## src/rtl/pipe_skid_buffer.sv

```systemverilog
// pipe_skid_buffer
//
// Two-entry valid/ready skid buffer placed between adjacent MIPS pipeline
// stages. Words from the upstream stage are presented downstream one cycle
// after acceptance, from a registered output. When the downstream stage
// stalls, one extra word is parked in a skid register. Because of this,
// in_ready depends only on local state and is driven from a flop. A
// synchronous flush drops every buffered word on a branch/jump redirect.
//
// Optional feature macro: SKID_STALL_CNT_EN adds the stall_cnt output and
// its saturating counter.
//
// Ports:
//   clk        rising-edge clock
//   rst_n      asynchronous active-low reset
//   flush      synchronous discard of all buffered words (highest priority)
//   in_data    upstream word
//   in_valid   upstream word valid
//   in_ready   buffer can accept a word this cycle (registered)
//   out_data   downstream word (registered)
//   out_valid  out_data valid (registered)
//   out_ready  downstream accepts out_data this cycle
//   stall_cnt  saturating count of downstream stall cycles
//              (present only with SKID_STALL_CNT_EN)

module pipe_skid_buffer #(
  parameter int DATA_W = 32
) (
  input  logic              clk,
  input  logic              rst_n,
  input  logic              flush,
  input  logic [DATA_W-1:0] in_data,
  input  logic              in_valid,
  output logic              in_ready,
  output logic [DATA_W-1:0] out_data,
  output logic              out_valid,
  input  logic              out_ready
`ifdef SKID_STALL_CNT_EN
  ,
  output logic [15:0]       stall_cnt
`endif
);

  typedef enum logic [1:0] {
    EMPTY = 2'd0,
    BUSY  = 2'd1,
    FULL  = 2'd2
  } state_t;

  state_t            state;
  state_t            state_nxt;
  logic [DATA_W-1:0] main_data;
  logic [DATA_W-1:0] skid_data;
  logic              valid_q;
  logic              ready_q;
  logic              in_fire;
  logic              out_fire;
  logic              load_main_in;
  logic              load_main_skid;
  logic              load_skid;

  assign in_fire  = in_valid & ready_q;
  assign out_fire = valid_q & out_ready;

  always_comb begin
    state_nxt      = state;
    load_main_in   = 1'b0;
    load_main_skid = 1'b0;
    load_skid      = 1'b0;
    if (flush) begin
      // Redirect: whatever is buffered or arriving this cycle is dropped.
      state_nxt = EMPTY;
    end else begin
      unique case (state)
        EMPTY: begin
          if (in_fire) begin
            load_main_in = 1'b1;
            state_nxt    = BUSY;
          end
        end
        BUSY: begin
          if (in_fire && out_fire) begin
            load_main_in = 1'b1;
          end else if (in_fire) begin
            load_skid = 1'b1;
            state_nxt = FULL;
          end else if (out_fire) begin
            state_nxt = EMPTY;
          end
        end
        FULL: begin
          // in_ready is low here, so only the drain path can move.
          if (out_fire) begin
            load_main_skid = 1'b1;
            state_nxt      = BUSY;
          end
        end
        default: state_nxt = EMPTY;
      endcase
    end
  end

  // Control registers. ready_q comes out of reset low and rises on the first
  // edge, which produces the one-cycle start-up bubble with no extra flag.
  always_ff @(posedge clk or negedge rst_n) begin
    if (!rst_n) begin
      state   <= EMPTY;
      valid_q <= 1'b0;
      ready_q <= 1'b0;
    end else begin
      state   <= state_nxt;
      valid_q <= (state_nxt != EMPTY);
      ready_q <= (state_nxt != FULL);
    end
  end

  // The main register drives out_data, which must read zero in reset.
  always_ff @(posedge clk or negedge rst_n) begin
    if (!rst_n) begin
      main_data <= '0;
    end else if (load_main_in) begin
      main_data <= in_data;
    end else if (load_main_skid) begin
      main_data <= skid_data;
    end
  end

  // The skid register is never observed before it is written, so it has
  // no reset.
  always_ff @(posedge clk) begin
    if (load_skid) begin
      skid_data <= in_data;
    end
  end

  assign in_ready  = ready_q;
  assign out_valid = valid_q;
  assign out_data  = main_data;

`ifdef SKID_STALL_CNT_EN
  logic [15:0] stall_q;

  // Counts edges where a valid word is held back by downstream. Flush does
  // not clear it.
  always_ff @(posedge clk or negedge rst_n) begin
    if (!rst_n) begin
      stall_q <= 16'h0000;
    end else if (valid_q && !out_ready && (stall_q != 16'hFFFF)) begin
      stall_q <= stall_q + 16'h0001;
    end
  end

  assign stall_cnt = stall_q;
`endif

endmodule

```

## config.mk

```make
export PLATFORM = sky130hd
export DESIGN_NAME = pipe_skid_buffer
export DESIGN_NICKNAME = d
export VERILOG_FILES = /design/src/rtl/pipe_skid_buffer.sv
export SDC_FILE = /design/constraint.sdc
export NUM_CORES = 1
export LEC_CHECK = 0
export BUFFER_PORTS_ARGS = -buffer_cell sky130_fd_sc_hd__buf_2
export CORE_MARGIN = 2
export CORE_UTILIZATION = 35
export DETAILED_ROUTE_END_ITERATION = 6
export PLACE_DENSITY = 0.57
export SLEW_MARGIN = 20
export SYNTH_ARGS = -nofsm -noshare
export SYNTH_HDL_FRONTEND = slang
export SYNTH_SLANG_ARGS = --single-unit
export TNS_END_PERCENT = 1
```

## constraint.sdc

```tcl
create_clock -name clk -period 3.1 [get_ports clk]
set_input_delay 0.93 -clock clk [delete_from_list [all_inputs] [get_ports clk]]
set_output_delay 0.93 -clock clk [all_outputs]
set_load 0.01 [all_outputs]
```

==> results.py <==
metrics = {
    "clock_network": {
        "post_cts_buffers": 0,
        "clk_latency_ns": 0.34,
        "cts_resized": 0,
        "cts-buffers-inserted": 9,
        "cts_buffer_depth": 2,
        "cts_max_level": 3,
        "cts_tree": "built",
        "hold_buffers": 0,
        "clkTransAtPathRegs_ns": 0.08,
        "cts_sinks": 68,
        "cts_root_buf": "clkbuf_8",
    },
    "timing": {
        "period_share_pct": 73.78,
        "slew_viol_final": 0,
        "fmax_mhz": 437.2,
        "final_hold_viol_count": 0,
        "tightest_slew_ns": 0.8716,
        "rsz0062_at_grt": "no",
        "min_period_ns": 2.287,
        "max_slew_margin_pct": 41.89,
        "finalSetupViolCount": 0,
        "tns_ns": 0,
        "clock_skew_ns": 0.008151,
    },
    "cells_and_area": {
        "area_growth_syn_to_layout_pct": 21.63,
        "drive_gt1_share_pct": 41.56,
        "final_area_sq_um": 3722,
        "area.sequential_sq_um": 1863,
        "utilization_pct": 43.32,
        "multiInputGateArea_sq_um": 1089,
        "num-fill-cells": 831,
        "fin_nets": 340,
    },
    "hold_path": {
        "hold_class": "register to register",
    },
    "critical_path": {
        "worstPathArrival_ns": 2.50,
        "r2r_end": "out_data[17]",
        "worstRegToRegCells": 4,
        "cpMaxStageDelayCell": "nand4b_1",
        "crit_required_ns": 3.31,
        "ff2ff_setup_slack_ns": 1.10,
        "worst-setup-path-type": "primary input to register",
        "crit_fanout": 19,
        "cp-end-kind": "register",
        "startpoint": "flush",
        "endpoint": "out_data[17]",
        "slowest_delay_ns": 0.60,
        "cp_cell_sequence": "buf_2 -> nand4b_1 -> buf_4 -> o21ai_0 -> a31oi_2",
        "critPathLaunchType": "primary input",
        "r2r-start": "out_valid",
    },
    "global_routing": {
        "grt_pass1_wl_mm": 12.43,
        "grt_pass1_vias": 2259,
        "grt_antenna_before_repair": 1,
        "grt.total_usage_pct": 16.56,
        "grt.overflow.total": 0,
        "grt_max_degree": 55,
    },
    "floorplanning": {
        "rows": 34,
        "core_sq_um": 8593,
        "die_h_um": 97.51,
        "io_pins": 71,
        "start_util_pct": 35.61,
        "dieArea_sq_um": 9508,
        "die_w_um": 97.51,
    },
    "synthesis": {
        "yosys_warnings": 0,
        "synth_common_cells": "dfrtp_1, edfxtp_1, nand3b_1, nor3_1, o21ai_0",
        "synth_ff_type": "dfrtp_1",
        "synthTopCellsByArea": "edfxtp_1, dfrtp_1, a31oi_2, nand3b_1, nor3_1",
        "syn-num-nets": 275,
        "synth_cell_type_count": 24,
        "syn_area_sq_um": 3060,
        "async_flop_share_pct": 52.94,
        "syn_avg_cell_area_sq_um": 12.86,
        "synth_edf_count": 32,
        "ys_seq_elements": 68,
        "netlist.area_leader.share_pct": 31.40,
        "yosysMostFrequentCell": "dfrtp_1",
        "synth_top_cell_by_area": "edfxtp_1",
        "ys_seq_area_share_pct": 60.83,
        "synthCells": 238,
    },
    "drt": {
        "routed-via-count": 2276,
        "drt_iter0_markers": 196,
        "ant_nets": 0,
        "wirelength_mm": 7.669,
        "via_per_inst": 5.458,
        "drt-pass1-iter-count": 4,
        "drc_errors": 0,
        "wire_per_inst_um": 18.39,
    },
    "run_status": {
        "status": "finished clean",
    },
    "pwr": {
        "clkPwrFrac_pct": 28.5,
        "sw_frac_of_total_pct": 31.04,
        "cellLeakagePower_nw": 1.305,
        "internal_power_mw": 1.736,
        "pwr-share-comb_pct": 24.4,
        "p_per_area_nw_per_um2": 676.3,
        "seq_power_share_pct": 47.0,
        "p_sw_mw": 0.7812,
        "peakVddDrop_mv": 0.3200,
    },
    "placement": {
        "dp_hpwl_mm": 4.615,
        "io_buffers": 70,
        "gp_congestion": 0.7327,
        "place_area_sq_um": 3530,
    },
    "job": {
        "drv_cap": 0,
    },
}
==> final cells by class <==
class | instances | area share, %
Antenna cell | 1 | 0.06723
Clock buffer | 9 | 3.328
Clock inverter | 7 | 1.782
Multi-Input combinational cell | 145 | 29.24
Sequential cell | 68 | 50.05
Tap cell | 108 | 3.630
Timing Repair Buffer | 79 | 11.90
==> how the worst min path moves through the flow <==
stage	start	endpoint	cells after the start
6_report	out_data[30]	out_data[30]	2
5_1_grt	skid_data[22]	out_data[22]	2
4_1_cts	out_data[30]	out_data[30]	2
3_5_place_dp	out_data[30]	out_data[30]	2
3_3_place_gp	skid_data[30]	out_data[30]	2
2_1_floorplan	state[1]	out_valid	1
==> power groups by stage <==
stage	clock, mW	combinational [mW]	sequential, mW
final	0.718	0.615	1.18
after global placement	0	0.608	1.20
after detailed placement	0	0.624	1.20
after floorplan	0	0.317	1.24
after CTS	0.736	0.624	1.19
after global routing	0.782	0.673	1.20
==> kinds of logic after synthesis <==
group,Yosys count,synth area share [%]
simple gates,75,15.29
compound gates,68,19.01
flops,68,60.83
buf+inv,25,4.252
xor+xnor,1,0.2862
mux,1,0.3271
==> routing by layer <==
metal  share of wire (%)  track usage [%]  wire length (um)  vias to the layer above
met4                0.76            3.953                58                        0
met1                  50            24.65              3807                     1131
li1                    -                -                 -                     1046
met3                 6.7            6.187               514                        9
met2                  43            22.81              3289                       90
met5                   0                0                 0                        -
==> cells in the final DEF (no fill, tap or decap), types with 2 or more instances in the layout <==
cell type,netlist,routed
o21ai_0,32,32
buf_12,0,2
a31oi_2,30,30
clkinvlp_4,0,2
buf_4,0,7
nor3_1,32,32
nand3b_1,32,32
buf_2,5,70
clkinv_1,0,2
edfxtp_1,32,32
a31oi_1,2,2
clkbuf_8,0,9
nand2_1,4,4
dfrtp_1,36,35
==> worst max-delay path, delay by kind of cell <==
| kind | cells | cell delay, ns |
|---|---|---|
| AO/OA/AOI/OAI | 2 | 0.40 |
| buffers and inverters | 2 | 0.56 |
| AND/OR/NAND/NOR | 1 | 0.60 |
==> through the flow <==
| stage | setup WS (ns) | hold WS (ns) | instances | power [mW] |
|---|---|---|---|---|
| 2_1_floorplan | 0.3982 | 0.5295 | 238 | 1.559 |
| 3_5_place_dp | 0.5194 | 0.5526 | 400 | 1.825 |
| 6_report | 0.8129 | 0.5712 | 417 | 2.517 |
| 4_1_cts | 0.8986 | 0.5669 | 416 | 2.546 |
| 3_3_place_gp | 0.6115 | 0.5419 | 400 | 1.811 |
| 5_1_grt | 0.7560 | 0.6026 | 416 | 2.657 |
==> state kept, by name, summed over array words and instances (netlist names) <==
signal / count
state: 2
out_valid: 1
out_data: 32
skid_data: 32
in_ready: 1
(Power assumes the default switching activity.)
